[src/rtl/bus_arbiter_if.sv]
// -----------------------------------------------------------------------------
// bus_arbiter_if
// Groups the requester-side and grant-side signals of the shared bus arbiter.
//   req       : per-requester bus request (level)
//   lock      : per-requester lock, exempts the current owner from the hold cap
//   din       : flattened requester data, slice i = din[i*W +: W]
//   gnt       : registered one-hot grant
//   gnt_valid : any grant active
//   gnt_id    : index of the owner (holds the last owner while idle)
//   bus       : owner's data slice, 0 when nobody owns the bus
//   handoff   : high during the dead cycle between owners
// Modports: master = requester side, slave = arbiter side.
// -----------------------------------------------------------------------------
interface bus_arbiter_if #(
  parameter int N = 4,
  parameter int W = 8
);
  localparam int ID_W = (N > 1) ? $clog2(N) : 1;

  logic [N-1:0]    req;
  logic [N-1:0]    lock;
  logic [N*W-1:0]  din;
  logic [N-1:0]    gnt;
  logic            gnt_valid;
  logic [ID_W-1:0] gnt_id;
  logic [W-1:0]    bus;
  logic            handoff;

  modport master (
    output req, lock, din,
    input  gnt, gnt_valid, gnt_id, bus, handoff
  );

  modport slave (
    input  req, lock, din,
    output gnt, gnt_valid, gnt_id, bus, handoff
  );
endinterface

[src/rtl/bus_arbiter.sv]
// -----------------------------------------------------------------------------
// bus_arbiter
// Round-robin arbiter and data multiplexer for the CPU's shared W-bit bus.
// Exactly one requester (or none) drives the bus; a one-cycle dead slot is
// inserted between owners, and an unlocked owner is evicted after MAX_HOLD
// cycles when another requester is waiting (MAX_HOLD = 0 disables the cap).
// Ports:
//   clk   : rising-edge clock
//   reset : asynchronous, active-low reset
//   bif   : bus_arbiter_if.slave (req/lock/din in; gnt/gnt_valid/gnt_id/
//           bus/handoff out)
// -----------------------------------------------------------------------------
module bus_arbiter #(
  parameter int N        = 4,
  parameter int W        = 8,
  parameter int MAX_HOLD = 8
) (
  input  logic          clk,
  input  logic          reset,
  bus_arbiter_if.slave  bif
);

  localparam int ID_W = (N > 1) ? $clog2(N) : 1;
  // hold_cnt only ever counts 0 .. MAX_HOLD-1
  localparam int HC_W = (MAX_HOLD > 1) ? $clog2(MAX_HOLD) : 1;
  localparam logic [HC_W-1:0] HOLD_LAST = (MAX_HOLD > 0) ? HC_W'(MAX_HOLD - 1) : '0;

  typedef enum logic [1:0] {
    IDLE    = 2'd0,
    OWNED   = 2'd1,
    HANDOFF = 2'd2
  } state_t;

  state_t          state_q,  state_d;
  logic [ID_W-1:0] owner_q,  owner_d;
  logic [ID_W-1:0] ptr_q,    ptr_d;
  logic [HC_W-1:0] hold_q,   hold_d;
  logic [N-1:0]    gnt_q,    gnt_d;

  logic            any_req;
  logic            others_req;
  logic            expire;
  logic [ID_W-1:0] winner;
  logic [W-1:0]    bus_mux;

  // Lowest i such that requester (p+i) mod N is requesting.
  function automatic logic [ID_W-1:0] rr_pick(input logic [N-1:0] r,
                                               input logic [ID_W-1:0] p);
    logic [ID_W-1:0] win;
    logic            found;
    int              idx;
    win   = p;
    found = 1'b0;
    for (int i = 0; i < N; i++) begin
      idx = (int'(p) + i) % N;
      if (!found && r[idx]) begin
        win   = ID_W'(idx);
        found = 1'b1;
      end
    end
    return win;
  endfunction

  function automatic logic [ID_W-1:0] next_idx(input logic [ID_W-1:0] o);
    return (int'(o) == N - 1) ? '0 : ID_W'(int'(o) + 1);
  endfunction

  always_comb begin
    state_d    = state_q;
    owner_d    = owner_q;
    ptr_d      = ptr_q;
    hold_d     = hold_q;
    gnt_d      = gnt_q;

    any_req    = |bif.req;
    winner     = rr_pick(bif.req, ptr_q);
    // The evicted owner's own req never counts as contention.
    others_req = |(bif.req & ~gnt_q);
    expire     = (MAX_HOLD != 0) && !bif.lock[owner_q] &&
                 (hold_q == HOLD_LAST) && others_req;

    case (state_q)
      IDLE: begin
        if (any_req) begin
          state_d         = OWNED;
          owner_d         = winner;
          gnt_d           = '0;
          gnt_d[winner]   = 1'b1;
          hold_d          = '0;
        end
      end

      OWNED: begin
        // Voluntary drop and expiry share this single path, so ptr
        // advances only once even when both happen on the same edge.
        if (!bif.req[owner_q] || expire) begin
          state_d = HANDOFF;
          gnt_d   = '0;
          ptr_d   = next_idx(owner_q);
          hold_d  = '0;
        end else if (hold_q != HOLD_LAST) begin
          hold_d  = hold_q + 1'b1;
        end
      end

      HANDOFF: begin
        // ptr_q already points past the previous owner here.
        if (any_req) begin
          state_d         = OWNED;
          owner_d         = winner;
          gnt_d           = '0;
          gnt_d[winner]   = 1'b1;
          hold_d          = '0;
        end else begin
          state_d = IDLE;
        end
      end

      default: begin
        state_d = IDLE;
        gnt_d   = '0;
        hold_d  = '0;
      end
    endcase
  end

  always_ff @(posedge clk or negedge reset) begin
    if (!reset) begin
      state_q <= IDLE;
      owner_q <= '0;
      ptr_q   <= '0;
      hold_q  <= '0;
      gnt_q   <= '0;
    end else begin
      state_q <= state_d;
      owner_q <= owner_d;
      ptr_q   <= ptr_d;
      hold_q  <= hold_d;
      gnt_q   <= gnt_d;
    end
  end

  // Bus mux keyed only by the registered one-hot grant, so din can never
  // influence arbitration and the bus is 0 whenever gnt is 0.
  always_comb begin
    bus_mux = '0;
    for (int i = 0; i < N; i++) begin
      if (gnt_q[i]) begin
        bus_mux = bus_mux | bif.din[i*W +: W];
      end
    end
  end

  assign bif.gnt       = gnt_q;
  assign bif.gnt_valid = |gnt_q;
  assign bif.gnt_id    = owner_q;
  assign bif.bus       = bus_mux;
  assign bif.handoff   = (state_q == HANDOFF);

endmodule

[src/flat_wrapper.sv]
// flat-port wrapper written by rule: the top's interface ports become plain ports
module bus_arbiter_flat 
#(
  parameter int N        = 4,
  parameter int W        = 8,
  parameter int MAX_HOLD = 8
)
  (clk, reset, bif_req, bif_lock, bif_din, bif_gnt, bif_gnt_valid, bif_gnt_id, bif_bus, bif_handoff);
  bus_arbiter_if #(.N(N), .W(W)) bif_i ();
  input  logic clk;
  input  logic reset;
  input wire logic [$bits(bif_i.req)-1:0] bif_req;
  input wire logic [$bits(bif_i.lock)-1:0] bif_lock;
  input wire logic [$bits(bif_i.din)-1:0] bif_din;
  output wire logic [$bits(bif_i.gnt)-1:0] bif_gnt;
  output wire logic [$bits(bif_i.gnt_valid)-1:0] bif_gnt_valid;
  output wire logic [$bits(bif_i.gnt_id)-1:0] bif_gnt_id;
  output wire logic [$bits(bif_i.bus)-1:0] bif_bus;
  output wire logic [$bits(bif_i.handoff)-1:0] bif_handoff;
  assign bif_i.req = bif_req;
  assign bif_i.lock = bif_lock;
  assign bif_i.din = bif_din;
  assign bif_gnt = bif_i.gnt;
  assign bif_gnt_valid = bif_i.gnt_valid;
  assign bif_gnt_id = bif_i.gnt_id;
  assign bif_bus = bif_i.bus;
  assign bif_handoff = bif_i.handoff;
  bus_arbiter #(.N(N), .W(W), .MAX_HOLD(MAX_HOLD)) u_core (.clk(clk), .reset(reset), .bif(bif_i));
endmodule
[config.mk]
export PLATFORM = sky130hd
export DESIGN_NAME = bus_arbiter_flat
export DESIGN_NICKNAME = d
export VERILOG_FILES = /design/src/rtl/bus_arbiter_if.sv /design/src/rtl/bus_arbiter.sv /design/src/flat_wrapper.sv
export SDC_FILE = /design/constraint.sdc
export NUM_CORES = 1
export LEC_CHECK = 0
export CAP_MARGIN = 20
export CORE_MARGIN = 3
export CORE_UTILIZATION = 56
export CTS_BUF_LIST = sky130_fd_sc_hd__clkbuf_4
export DETAILED_ROUTE_END_ITERATION = 8
export DONT_BUFFER_PORTS = 1
export HOLD_SLACK_MARGIN = 0.15
export MAX_ROUTING_LAYER = met4
export PLACE_DENSITY_LB_ADDON = 0.05
export SLEW_MARGIN = 20
export SYNTH_ARGS = -nofsm -noshare
export SYNTH_HDL_FRONTEND = slang
export SYNTH_SLANG_ARGS = --single-unit
[constraint.sdc]
create_clock -name clk -period 2.5 [get_ports clk]
set_input_delay 0.5 -clock clk [delete_from_list [all_inputs] [get_ports clk]]
set_output_delay 0.5 -clock clk [all_outputs]
set_load 0.01 [all_outputs]
After elaboration in Yosys (flattened, before gate mapping)
Cells that the tools add are included.
{"block": "totals", "out_inout_bits": 16, "regBits": 13}
{"block": "op_classes", "mux": 39, "bitwise_logic": 8, "n_addsub": 5, "eq_ne": 9, "order_cmp": 7, "n_reduce_logical": 25}
{"op": "$mux 8", "count": 4}
{"op": "$or 8x8->8", "count": 3}
{"op": "$mux 1", "count": 14}
{"op": "$bmux 1 s2", "count": 6}
{"op": "$lt 3x4->1 const B", "count": 3}
{"op": "$mux 2", "count": 6}
{"op": "$reduce_or 4->1", "count": 3}
{"op": "$reduce_and 2->1", "count": 5}
{"op": "$lt 2x3->1 const B", "count": 3}
{"op": "$mux 3", "count": 3}
{"op": "$mux 4", "count": 2}
{"op": "$pmux 4 s2", "count": 1}
{"op": "$reduce_or 2->1", "count": 4}
{"op": "$logic_and 1x1->1", "count": 6}
{"op": "$ne 2x1->1 const B", "count": 3}
{"op": "$pmux 2 s3", "count": 1}
{"op": "$pmux 3 s2", "count": 1}
{"op": "$logic_not 1->1", "count": 5}
{"op": "$add 2x1->2 const B", "count": 2}
{"op": "$add 2x2->2 const B", "count": 2}
{"op": "$and 4x4->4", "count": 1}
{"op": "$eq 2x1->1 const B", "count": 2}
{"op": "$not 4->4", "count": 1}
{"op": "$add 3x1->3 const B", "count": 1}
{"op": "other kinds (9)", "count": 11}

Longest topological paths before layout
{"block": "logic_depth", "ltp_word": 20, "depth_mapped": 6, "mapped_depth_nobuf": 6}

Worst setup path after synthesis
Ideal clock, no wire load.
{"block": "synth_timing", "kind": "input to register", "startpoint": "input port bif_req[3]", "endpoint": "register u_core.ptr_q[0]", "required_time_ps": 2375, "t_arrival_ps": 1784, "stages": 5, "setup_ps": 125, "slack_ps": 592, "cell_sequence": "clkbuf_2 -> mux4_1 -> o31ai_1 -> and2_4 -> mux2_2"}
{"block": "synth_between", "elab_chain_len": 5}
{"item": "from (decl)", "line": "flat_wrapper.sv:12", "source": "input wire logic [$bits(bif_i.req)-1:0] bif_req;"}
{"item": "$bmux 1 s2 / $and 4x4->4 (equally long branches)", "line": "bus_arbiter.sv:96, bus_arbiter.sv:78"}
{"item": "$mux 1 (implied by the code) / $reduce_or 4->1 (equally long branches)", "line": "bus_arbiter.sv:96, bus_arbiter.sv:78"}
{"item": "$logic_not 1->1 / $logic_and 1x1->1 (equally long branches)", "line": "bus_arbiter.sv:96, bus_arbiter.sv:80"}
{"item": "$logic_or 1x1->1 (*)", "line": "bus_arbiter.sv:96", "source": "if (!bif.req[owner_q] || expire) begin"}
{"item": "$reduce_and 2->1 (no line) (*)"}
{"item": "to (signal assigned)", "line": "bus_arbiter.sv:137", "source": "ptr_q <= ptr_d;"}
{"item": "to (decl)", "line": "bus_arbiter.sv:36", "source": "logic [ID_W-1:0] ptr_q, ptr_d;"}
Every way passes the cells marked *; elsewhere a longest branch is shown, timed or not. The select of a mux whose other input is x is not followed.
A chain may end at the register's enable or synchronous reset.

Worst setup path in the final report
{"block": "layout_timing", "startpoint": "register u_core.gnt_q[2], in the netlist u_core.bif.gnt[2]", "endpoint": "output port bif_gnt_valid"}
{"block": "layout_between", "elab_chain_len": 1}
{"item": "from (decl)", "line": "bus_arbiter.sv:38", "source": "logic [N-1:0] gnt_q, gnt_d;"}
{"item": "from (signal assigned)", "line": "bus_arbiter.sv:139", "source": "gnt_q <= gnt_d;"}
{"item": "$reduce_or 4->1", "line": "bus_arbiter.sv:155", "source": "assign bif.gnt_valid = |gnt_q;"}
{"item": "to (decl)", "line": "flat_wrapper.sv:16", "source": "output wire logic [$bits(bif_i.gnt_valid)-1:0] bif_gnt_valid;"}
No other way between the ends.

==> out/results.txt <==
Post-layout worst setup margin - 521 ps
First-pass GRT wire length - 2570 µm
Total Power Consumption - 1.26 mW
Pwr per Cell Area - 1260 nW/µm²
Critical path buffer and inverter count - 0
Routed wire length - 2040 µm
Routed length per placed instance - 17.9 µm
Root buffer cell - clkbuf_4
Area taken by multi-input logic gates - 594 µm²
Min-Delay Startpoint - u_core.hold_q[2]
Beginning of the critical path - u_core.bif.gnt[2]
Pin count of the biggest net entering global routing - 14
CP cell instances - or4_1
RePlAce Congestion - 0.766
Clock transition at the registers of the reported paths - 90 ps
Mean area per synthesized cell - 9.80 µm²
Maximum clock frequency - 505 MHz
Number of DRC violations after detailed-routing iteration 0 - 10
Most frequent cells in the layout - a22oi_1, dfrtp_1, nand2_1
Complex-gate fraction of the synthesized area - 31.3%
Vias after detailed routing - 774
Number of cells produced by synthesis - 97
Filler-free cell count of the finished design - 114
Minimum period implied by the final worst setup slack - 1980 ps
Endpoint class of the critical path - output pin
Clock buffer count from CTS - 3
Tcrit/Tclk final - 79.1%
Crit path max-delay cell type - or4_1
Total of endpoints with negative setup slack in the final report - 0
Clk_skew - 2.09 ps
Most used DFF post-synth - dfrtp_1
Fraction of the mapped netlist area in simple logic gates - 18.2%
CTS tree - yes
Gr usage total - 17.9%
Avg Vias per Cell - 6.79
Flops & latches, synth - 13
Most common library cell in the layout ignoring fill and taps - a22oi_1
Total clock sinks - 13
Share of post-route cells with drive strength above 1 - 17.3%
Cell area after synthesis - 951 µm²
Setup bufs post-CTS - 0
Congestion Overflow GR - 0
Leakage - 0.436 nW
Worst EP required - 2000 ps
Row count - 14
Detail Placement HPWL - 1540 µm
Max-slew violation total from the final report - 0
RSZ-0062 raised after global routing - no
H-tree levels - 1
Horizontal extent of the die - 47.2 µm
Number of iterations in the first detailed-routing pass - 4
Largest fanout on the critical path - 12
Post-synth ARST share - 100%
Die ar. - 2230 µm²
Floorplan core area - 1560 µm²
Number of primary I/O pins - 58
Multiplexer share of the synthesized area - 9.08%
Number of antenna violations at the first check in global routing - 0
Area growth from synthesis to final layout - 4.74%
Input/output buffers - 0
Reg2Reg Launch Point - u_core.bif.gnt_id[0]
Xor/xnor cell area share of the yosys netlist - 0%
Critical path's top delay family - simple AND/OR/NAND/NOR gates
Tightest Hold Check Type - reg -> reg
Register area - 325 µm²
Aggregate negative setup slack - 0 ps
Critical Path Max Stage Delay - 650 ps
Worst-skew pair later-pin latency - 280 ps
Distinct cell type count after synthesis - 33
Floorplan die height - 47.2 µm
Category of the worst setup path launch point - register
Worst EP arrival - 1480 ps
Kind of critical path - reg -> out
Post-DRT Antenna Nets - 0
Initial Utilization - 61.0%
Placed Cells - 109
Slew margin rel. - 60.0%
Yosys warnings - 0
Maximum number of buffers from clock root to sink - 2
Vias in the first global route - 569
Maxcap violations - 0
Number of antenna diodes - 0
Final-stage net count - 144
Number of fill cells in the layout - 135
Sequential-to-total area share from yosys stat - 34.2%
DRC - 0
Post-synthesis adder-cell area fraction - 3.95%
Pre-CTS setup slack - 543 ps
Final hold viol count - 0
Outcome - finished clean
Peak ir drop on the vdd network - 0.000566 V
Dominant combinational cell family by area after synthesis - compound AO/OA/AOI/OAI gates
Net count of the mapped netlist - 142
Worst-Margin Slew - 598 ps
Number of enable-type register cells in the synthesized netlist - 0
-- sequential cells by signal, summed over array words and instances, names as in the netlist --
name and flops:
u_core.state_q 2, u_core.bif.gnt 4, u_core.hold_q 3, u_core.ptr_q 2
u_core.bif.gnt_id 2
-- repair_timing --
action | in CTS | in global routing
gates resized for setup | 0 | 0
hold buffers | 1 | 0
hold endpoints to repair | 13 | 0
-- cells by family (layout without fill, tap and decap cells) --
group           count (synthesis)  after routing
compound gates                 34             34
flops                          13             13
simple gates                   34             34
fa+ha+maj                       3              3
buf+inv                         8              9
mux                             5              5
-- cells in the mapped netlist (2+ instances only) --
cell	count	area, µm²
nor2_1	5	18.8
dfrtp_1	13	325
a32o_1	2	20.0
inv_1	3	11.3
mux2_2	2	22.5
nor2b_1	9	56.3
clkbuf_1	4	15.0
a22oi_1	16	120
nand2_1	12	45.0
o21ai_0	3	15.0
a22o_1	4	35.0
ha_1	3	37.5
-- worst paths after layout --
kind                                          end  slack (ps)  cells past startpoint
worst max-delay path                bif_gnt_valid         520                      1
worst min-delay path             u_core.hold_q[2]         520                      1
worst max register to register    u_core.ptr_q[0]         530                      4
worst min register to register   u_core.hold_q[2]         520                      1
max in group asynchronous         u_core.ptr_q[1]        1460                      1
min in group asynchronous       u_core.bif.gnt[3]         660                      1
-- cell type report --
type | instances | area share (%)
clock inverters | 1 | 0.503
flip-flops and latches | 13 | 32.7
multi-input cells | 76 | 59.7
repair buffers | 2 | 1.76
clock buffers | 3 | 2.26
well taps | 16 | 2.01
inverters | 3 | 1.13
-- through the flow --
step	hold slack (ps)	util, %	instance area (µm²)
floorplan	204	-	951
global placement	205	61.5	958
detailed placement	205	61.5	958
CTS	522	63.9	996
global route	547	63.9	996
finish	522	63.9	996
-- report_power, final --
group | leakage, nW | internal, mW | switching [mW] | total [mW]
clock network | 0.0177 | 0.0594 | 0.0757 | 0.135
registers | 0.167 | 0.299 | 0.175 | 0.474
logic | 0.251 | 0.298 | 0.350 | 0.648
total | 0.436 | 0.656 | 0.601 | 1.26
-- layer usage --
| metal | track usage [%] | vias to the layer above | wire [µm] |
|---|---|---|---|
| met5 | - | - | 0 |
| met1 | 25.1 | 369 | 964 |
| met2 | 23.0 | 30 | 918 |
| met3 | 8.05 | 2 | 146 |
| met4 | 4.97 | 0 | 10 |
| li1 | - | 373 | - |
Note: power is estimated with default switching activity, not from simulation.
